`src/rtl/pdua_int_ctrl.sv`:
```
// Prioritised interrupt controller feeding the PDUA control unit INT input.
// Latency: irq edge -> pending in 3 cycles, pending -> INT pulse in 1 more cycle.
// Backpressure: one dispatch in flight; new requests queue in pending until eoi.
//
// Ports:
//   clk, rst     rising-edge clock, synchronous active-high reset
//   irq          asynchronous level request lines (active high)
//   mask_we      load strobe for mask_wdata into the enable mask
//   gie          global interrupt enable
//   int_ack      acknowledge from the control unit's int_clr
//   eoi          end-of-interrupt (handler returned)
//   INT          single-cycle registered request pulse
//   int_vec      vector of the dispatched source (VEC_BASE + id)
//   int_id       index of the dispatched source
//   in_service   high from acknowledge until eoi
//   pending      pending request status
//   mask         current enable mask
module pdua_int_ctrl #(
  parameter int N_SRC       = 4,
  parameter int VEC_W       = 8,
  parameter int VEC_BASE    = 8'h80,
  parameter int ACK_TIMEOUT = 15
) (
  input  logic             clk,
  input  logic             rst,
  input  logic [N_SRC-1:0] irq,
  input  logic             mask_we,
  input  logic [N_SRC-1:0] mask_wdata,
  input  logic             gie,
  input  logic             int_ack,
  input  logic             eoi,
  output logic             INT,
  output logic [VEC_W-1:0] int_vec,
  output logic [2:0]       int_id,
  output logic             in_service,
  output logic [N_SRC-1:0] pending,
  output logic [N_SRC-1:0] mask
);

  // Counter wide enough to hold ACK_TIMEOUT - 1; at least one bit.
  localparam int CNT_W = $clog2(ACK_TIMEOUT + 2);
  localparam logic [CNT_W-1:0] TO_LAST = CNT_W'(ACK_TIMEOUT - 1);

  typedef enum logic [1:0] {
    IDLE     = 2'd0,
    REQ      = 2'd1,
    WAIT_ACK = 2'd2,
    SERVICE  = 2'd3
  } state_t;

  state_t           state;
  logic [N_SRC-1:0] sync1;
  logic [N_SRC-1:0] sync2;
  logic [N_SRC-1:0] prev;
  logic [N_SRC-1:0] rise;
  logic [N_SRC-1:0] cand;
  logic [N_SRC-1:0] clr;
  logic [CNT_W-1:0] to_cnt;
  logic [2:0]       sel_id;
  logic             sel_vld;
  logic             ack_take;

  assign rise     = sync2 & ~prev;
  assign cand     = pending & mask & {N_SRC{gie}};
  assign ack_take = (state == WAIT_ACK) && int_ack;

  // Fixed priority: scanning from the top down leaves the lowest set index.
  always_comb begin
    sel_id  = 3'd0;
    sel_vld = 1'b0;
    for (int i = N_SRC - 1; i >= 0; i--) begin
      if (cand[i]) begin
        sel_vld = 1'b1;
        sel_id  = 3'(i);
      end
    end
  end

  // Only the acknowledged source is cleared from pending.
  always_comb begin
    clr = '0;
    for (int i = 0; i < N_SRC; i++) begin
      clr[i] = ack_take && (int_id == 3'(i));
    end
  end

  always_ff @(posedge clk) begin
    if (rst) begin
      sync1      <= '0;
      sync2      <= '0;
      prev       <= '0;
      pending    <= '0;
      mask       <= '0;
      int_vec    <= '0;
      int_id     <= '0;
      INT        <= 1'b0;
      in_service <= 1'b0;
      to_cnt     <= '0;
      state      <= IDLE;
    end else begin
      sync1 <= irq;
      sync2 <= sync1;
      prev  <= sync2;

      // A new edge landing on the ack cycle must not be lost: set wins.
      pending <= (pending & ~clr) | rise;

      if (mask_we) begin
        mask <= mask_wdata;
      end

      case (state)
        IDLE: begin
          INT <= 1'b0;
          if (sel_vld) begin
            int_id  <= sel_id;
            int_vec <= VEC_W'(VEC_BASE + int'(sel_id));
            INT     <= 1'b1;
            state   <= REQ;
          end
        end

        REQ: begin
          INT    <= 1'b0;
          to_cnt <= '0;
          state  <= WAIT_ACK;
        end

        WAIT_ACK: begin
          INT <= 1'b0;
          if (int_ack) begin
            in_service <= 1'b1;
            state      <= SERVICE;
          end else if ((ACK_TIMEOUT != 0) && (to_cnt == TO_LAST)) begin
            // Re-issue with the same id/vector; the REQ cycle drives INT.
            INT   <= 1'b1;
            state <= REQ;
          end else begin
            to_cnt <= to_cnt + CNT_W'(1);
          end
        end

        SERVICE: begin
          INT <= 1'b0;
          if (eoi) begin
            in_service <= 1'b0;
            state      <= IDLE;
          end
        end

        default: begin
          INT   <= 1'b0;
          state <= IDLE;
        end
      endcase
    end
  end

endmodule

```
`config.mk`:
```
export PLATFORM = sky130hd
export DESIGN_NAME = pdua_int_ctrl
export DESIGN_NICKNAME = d
export VERILOG_FILES = /design/src/rtl/pdua_int_ctrl.sv
export SDC_FILE = /design/constraint.sdc
export NUM_CORES = 1
export LEC_CHECK = 0
export BUFFER_PORTS_ARGS = -buffer_cell sky130_fd_sc_hd__buf_2
export CORE_ASPECT_RATIO = 1.4
export CORE_MARGIN = 1
export CORE_UTILIZATION = 55
export CTS_BUF_LIST = sky130_fd_sc_hd__clkbuf_16
export CTS_CLUSTER_DIAMETER = 50
export DETAILED_ROUTE_END_ITERATION = 7
export PLACE_DENSITY = 0.88
export SYNTH_ARGS = -nofsm -noshare
export SYNTH_HDL_FRONTEND = slang
export SYNTH_SLANG_ARGS = --single-unit
```
`constraint.sdc`:
```
create_clock -name clk -period 2.55 [get_ports clk]
set_input_delay 0.1275 -clock clk [delete_from_list [all_inputs] [get_ports clk]]
set_output_delay 0.1275 -clock clk [all_outputs]
set_load 0.01 [all_outputs]
```
After elaboration in Yosys (flattened, before gate mapping). Cells that the tools add are included.

Bits in latches: 0. Flip-flop bits (word level): 40. Bits in read-only memories: 0. RAM bits: 0. Output and inout bits: 21. Memories: 0.

Bitwise operators: 7. Divide/modulo/power cells: 0. Order comparisons: 0. Add/sub/neg operators: 2. Multiply operators: 0. Eq/ne operators: 13. Reductions and logical operators: 14. Shifts and indexed selects: 0. Multiplexer cells: 23.

Operators by type and width (count): $and A4 B4 Y4 (4); $mux W2 (6); $mux W5 (2); $ne A2 B2 Y1 const B (5); $pmux W5 S2 (1); $mux W1 (9); $reduce_and A3 Y1 (3); $add A8 B3 Y8 const A (1); $not A4 Y4 (2); $pmux W2 S4 (1); $eq A3 B2 Y1 const B (2); $mux W3 (2); $add A5 B1 Y5 const B (1); $eq A5 B4 Y1 const B (1); $logic_and A1 B1 Y1 (5); $eq A2 B2 Y1 const B (2); $or A4 B4 Y4 (1); $reduce_bool A2 Y1 (2); $eq A3 B1 Y1 const B (1); $logic_not A3 Y1 (1); $ne A3 B2 Y1 const B (1); $pmux W1 S3 (1); $eq A2 B1 Y1 const B (1); $logic_not A2 Y1 (1); other kinds (3) (3).

Longest topological paths before layout.
Depth after elaboration: 8. Gate-level depth with buffers: 6. Depth with buffers taken out: 6.

Worst setup path after synthesis. Ideal clock, no wire load.

Path type: register -> register. Start: register to_cnt[0]. End: register to_cnt[2]. Cell stages (with the launch flop): 7. Period minus slack after synthesis: 1.573 ns. Library setup time: 0.134 ns. Required time: 2.416 ns. Path buffers: 0. Arrival time: 1.438 ns. Slack: 0.977 ns. Cells stage by stage: dfxtp_1 > inv_1 > ha_1 > and4b_1 > or3_1 > o21ai_0 > a211oi_1.

Longest elaborated chain between the ends: 4. Elaborated cells on any way between the ends: 7. Classes of those cells: 1 x add/sub; 2 x eq/ne; 3 x mux; 1 x reduce/logical.

Ends and longest elaborated chain: start: declaration (RTL line 58) `logic [CNT_W-1:0] to_cnt;`; start signal: assignment (RTL line 139) `to_cnt <= to_cnt + CNT_W'(1);`; $add A5 B1 Y5 (RTL line 139); $mux W5 (RTL line 134) `end else if ((ACK_TIMEOUT != 0) && (to_cnt == TO_LAST)) begin`; $mux W5 (RTL line 131) `if (int_ack) begin`; $pmux W5 S2 (RTL line 112) `case (state)`.

Parallel ways exist; a longest one is shown, timed or not. The select of a mux whose other input is x is not followed. A chain may end at the register's enable or synchronous reset.

Final worst setup path.
Start: register to_cnt[0]. End: register to_cnt[3].

The elaborated chain is that of the path after synthesis.

==> out/results.txt <==
Simple-gate share of the synthesized area: 23.1%
Met3 WL: 136 um
Multi-input gate area: 618 um2
Max Cap Violations: 0
Post-synthesis cell count: 147
Most frequent cells in the layout: dfxtp_1, buf_2, nor2b_1
Die ar.: 2660 um2
Mapped Area: 1350 um2
Sum Neg Setup Slack: 0 ns
Data arrival, critical path: 1.85 ns
Status: finished, violations left
Sequential cell area: 641 um2
CTS tree: done
Post-CTS Setup Bufs: 0
Fin crit share: 67.0%
Worst Setup End Kind: flip-flop
Vias in the first global route: 995
Post-CTS sizing: 0
Minimum clock period: 1.71 ns
Leak: 0.663 nW
Critical R2R Launch: to_cnt[0]
Unique masters post-synth: 33
Power Density: 730 nW/um2
Area Growth Syn to Fin: 17.0%
Critical path origin: to_cnt[0]
# DRC: 1
Worst VDD drop: 558 uV
Share of cells above drive strength 1: 20.8%
Crit start category: flip-flop
Drt pass-1 iters: 6
CTS Buf Count: 5
CP max FO: 6
DP HPWL: 1810 um
Number of port buffers: 28
Top routing layer in use: met4
Worst hold-check path type: primary input to flip-flop
Antenna viol nets, final: 0
Xor/xnor cell area share of the yosys netlist: 0%
Fin. Hold Viols: 0
Initial antenna violation count: 0
Yosys warns: 0
WL/cell: 13.7 um
Adder-cell share of the synthesized area: 1.86%
Root Driver: clkbuf_16
Largest net degree at the start of global routing: 34
Longest Clk Path Bufs: 2
Routed vias/inst: 5.71
Placed Area: 1440 um2
Violated checks: design-rule violations
Post-synthesis mux area share: 2.97%
First-pass GRT wire length: 4240 um
Met2 routed WL: 1420 um
Starting Density: 59.9%
M1 WL: 1050 um
Final hold slack: 0.0619 ns
CTS Hold Bufs: 0
Fin nets: 188
DR iter-0 viols: 38
Min-Delay Startpoint: irq[3]
Antenna cells: 0
CTS clk-pin slew, worst paths: 0.05 ns
Total GRT Usage: 22.5%
Number of I/O pins: 35
RSZ-0062 raised after global routing: no
Skew-Pair Late Insertion Delay: 0.27 ns
CORE AREA: 2250 um2
H-tree depth: 2
Grt total ovfl: 0
Worst slew margin: 62.6%
Crit path kind: flip-flop to flip-flop
Die width: 43.9 um
Largest family of logic cells by synthesized area: simple AND/OR/NAND/NOR gates
Commonest non-fill, non-tap cell in the layout: dfxtp_1
# setup viols final: 0
Power Total: 1.15 mW
Critical Path RT: 2.69 ns
Final instance area: 1580 um2
Die Y: 60.6 um
Flops & latches, synth: 32
Filler cells: 169
Slew @ Worst Pin: 0.560 ns
Syn Area/Cell: 9.18 um2
Routed vias: 1113
Seq/Total Area, Yosys: 47.5%
Num rows: 20
DRT Wirelength: 2670 um
Clock skew: 0.00258 ns
Gpl congestion: 0.833
Max Slew Vio Count: 0
Clock tree sinks: 32
Synth Area in Compound Gates: 16.2%
Peak Freq: 586 MHz
==> final cells by class <==
cell class	count	share of cell area, %
tap	22	1.74
clock buffer	5	7.93
timing repair buffer	28	8.88
inverter	4	0.952
sequential	32	40.6
multi-input combinational	101	39.2
clock inverter	3	0.714
==> metrics by stage <==
step	std cells	util (%)	setup slack, ns
floorplan	152	-	0.977
global placement	187	64.0	0.911
detailed placement	187	64.0	0.866
CTS	195	70.1	0.854
global route	195	70.1	0.662
finish	195	70.1	0.842
==> cell usage after synthesis <==
cell type | number | share of area [%]
nand2_1 | 11 | 3.1
nand4_1 | 1 | 0.46
o31ai_1 | 2 | 1.1
a22o_1 | 2 | 1.3
buf_1 | 1 | 0.28
a32oi_1 | 3 | 1.9
nor2_1 | 11 | 3.1
mux2i_1 | 4 | 3.0
buf_6 | 1 | 0.83
inv_1 | 4 | 1.1
o21ai_2 | 1 | 0.65
o22ai_1 | 1 | 0.46
nor4_1 | 2 | 0.93
dfxtp_1 | 32 | 47
nand4b_1 | 3 | 1.9
buf_4 | 8 | 4.5
clkbuf_1 | 5 | 1.4
a211oi_1 | 2 | 1.1
nor3b_1 | 1 | 0.56
ha_1 | 2 | 1.9
and4b_1 | 1 | 0.74
and2_1 | 1 | 0.46
o311ai_0 | 2 | 1.3
a21oi_1 | 14 | 5.2
nor3b_4 | 1 | 1.4
o21ai_0 | 5 | 1.9
a21oi_2 | 1 | 0.65
nor2b_1 | 15 | 7.0
o41ai_1 | 1 | 0.65
or3_1 | 4 | 1.9
nand2b_1 | 2 | 0.93
nand3_1 | 2 | 0.74
conb_1 | 1 | 0.28
==> critical path, stage by stage, from the launching register on <==
cell and delay, ns:
dfxtp_1 0.39, inv_1 0.08, ha_1 0.20, and4b_1 0.25
or3_1 0.38, o21ai_0 0.18, o31ai_1 0.09
==> state kept, by name (all words and copies together), names as in the netlist <==
signal / flops
int_id: 1
INT: 1
to_cnt: 5
int_vec: 2
pending: 4
sync1: 4
prev: 4
mask: 4
in_service: 1
state: 2
sync2: 4
==> cell families after synthesis <==
group                    Yosys count
adder cells (fa/ha/maj)            2
buffers and inverters             19
other                              1
flip-flops                        32
AND/OR/NAND/NOR                   55
multiplexers                       4
AO/OA/AOI/OAI                     34
==> path summary, 6_finish.rpt <==
path | to | slack (ns) | depth (start not counted)
worst max-delay path | to_cnt[3] | 0.84 | 6
worst min-delay path | sync1[3] | 0.06 | 2
worst max register to register | to_cnt[3] | 0.84 | 6
worst min register to register | int_vec[7] | 0.44 | 2
==> metal layers <==
metal / vias to the layer above / track usage (%)
met5: - / 0
met4: 0 / 15.2
met3: 6 / 7.44
met2: 34 / 38.0
met1: 526 / 23.7
li1: 547 / -
==> where the power goes <==
| part | internal [mW] | switching (mW) |
|---|---|---|
| Combinational | 0.0340 | 0.0434 |
| Clock | 0.349 | 0.189 |
| Sequential | 0.521 | 0.0160 |
No activity file was read; power rests on OpenSTA's default activity.
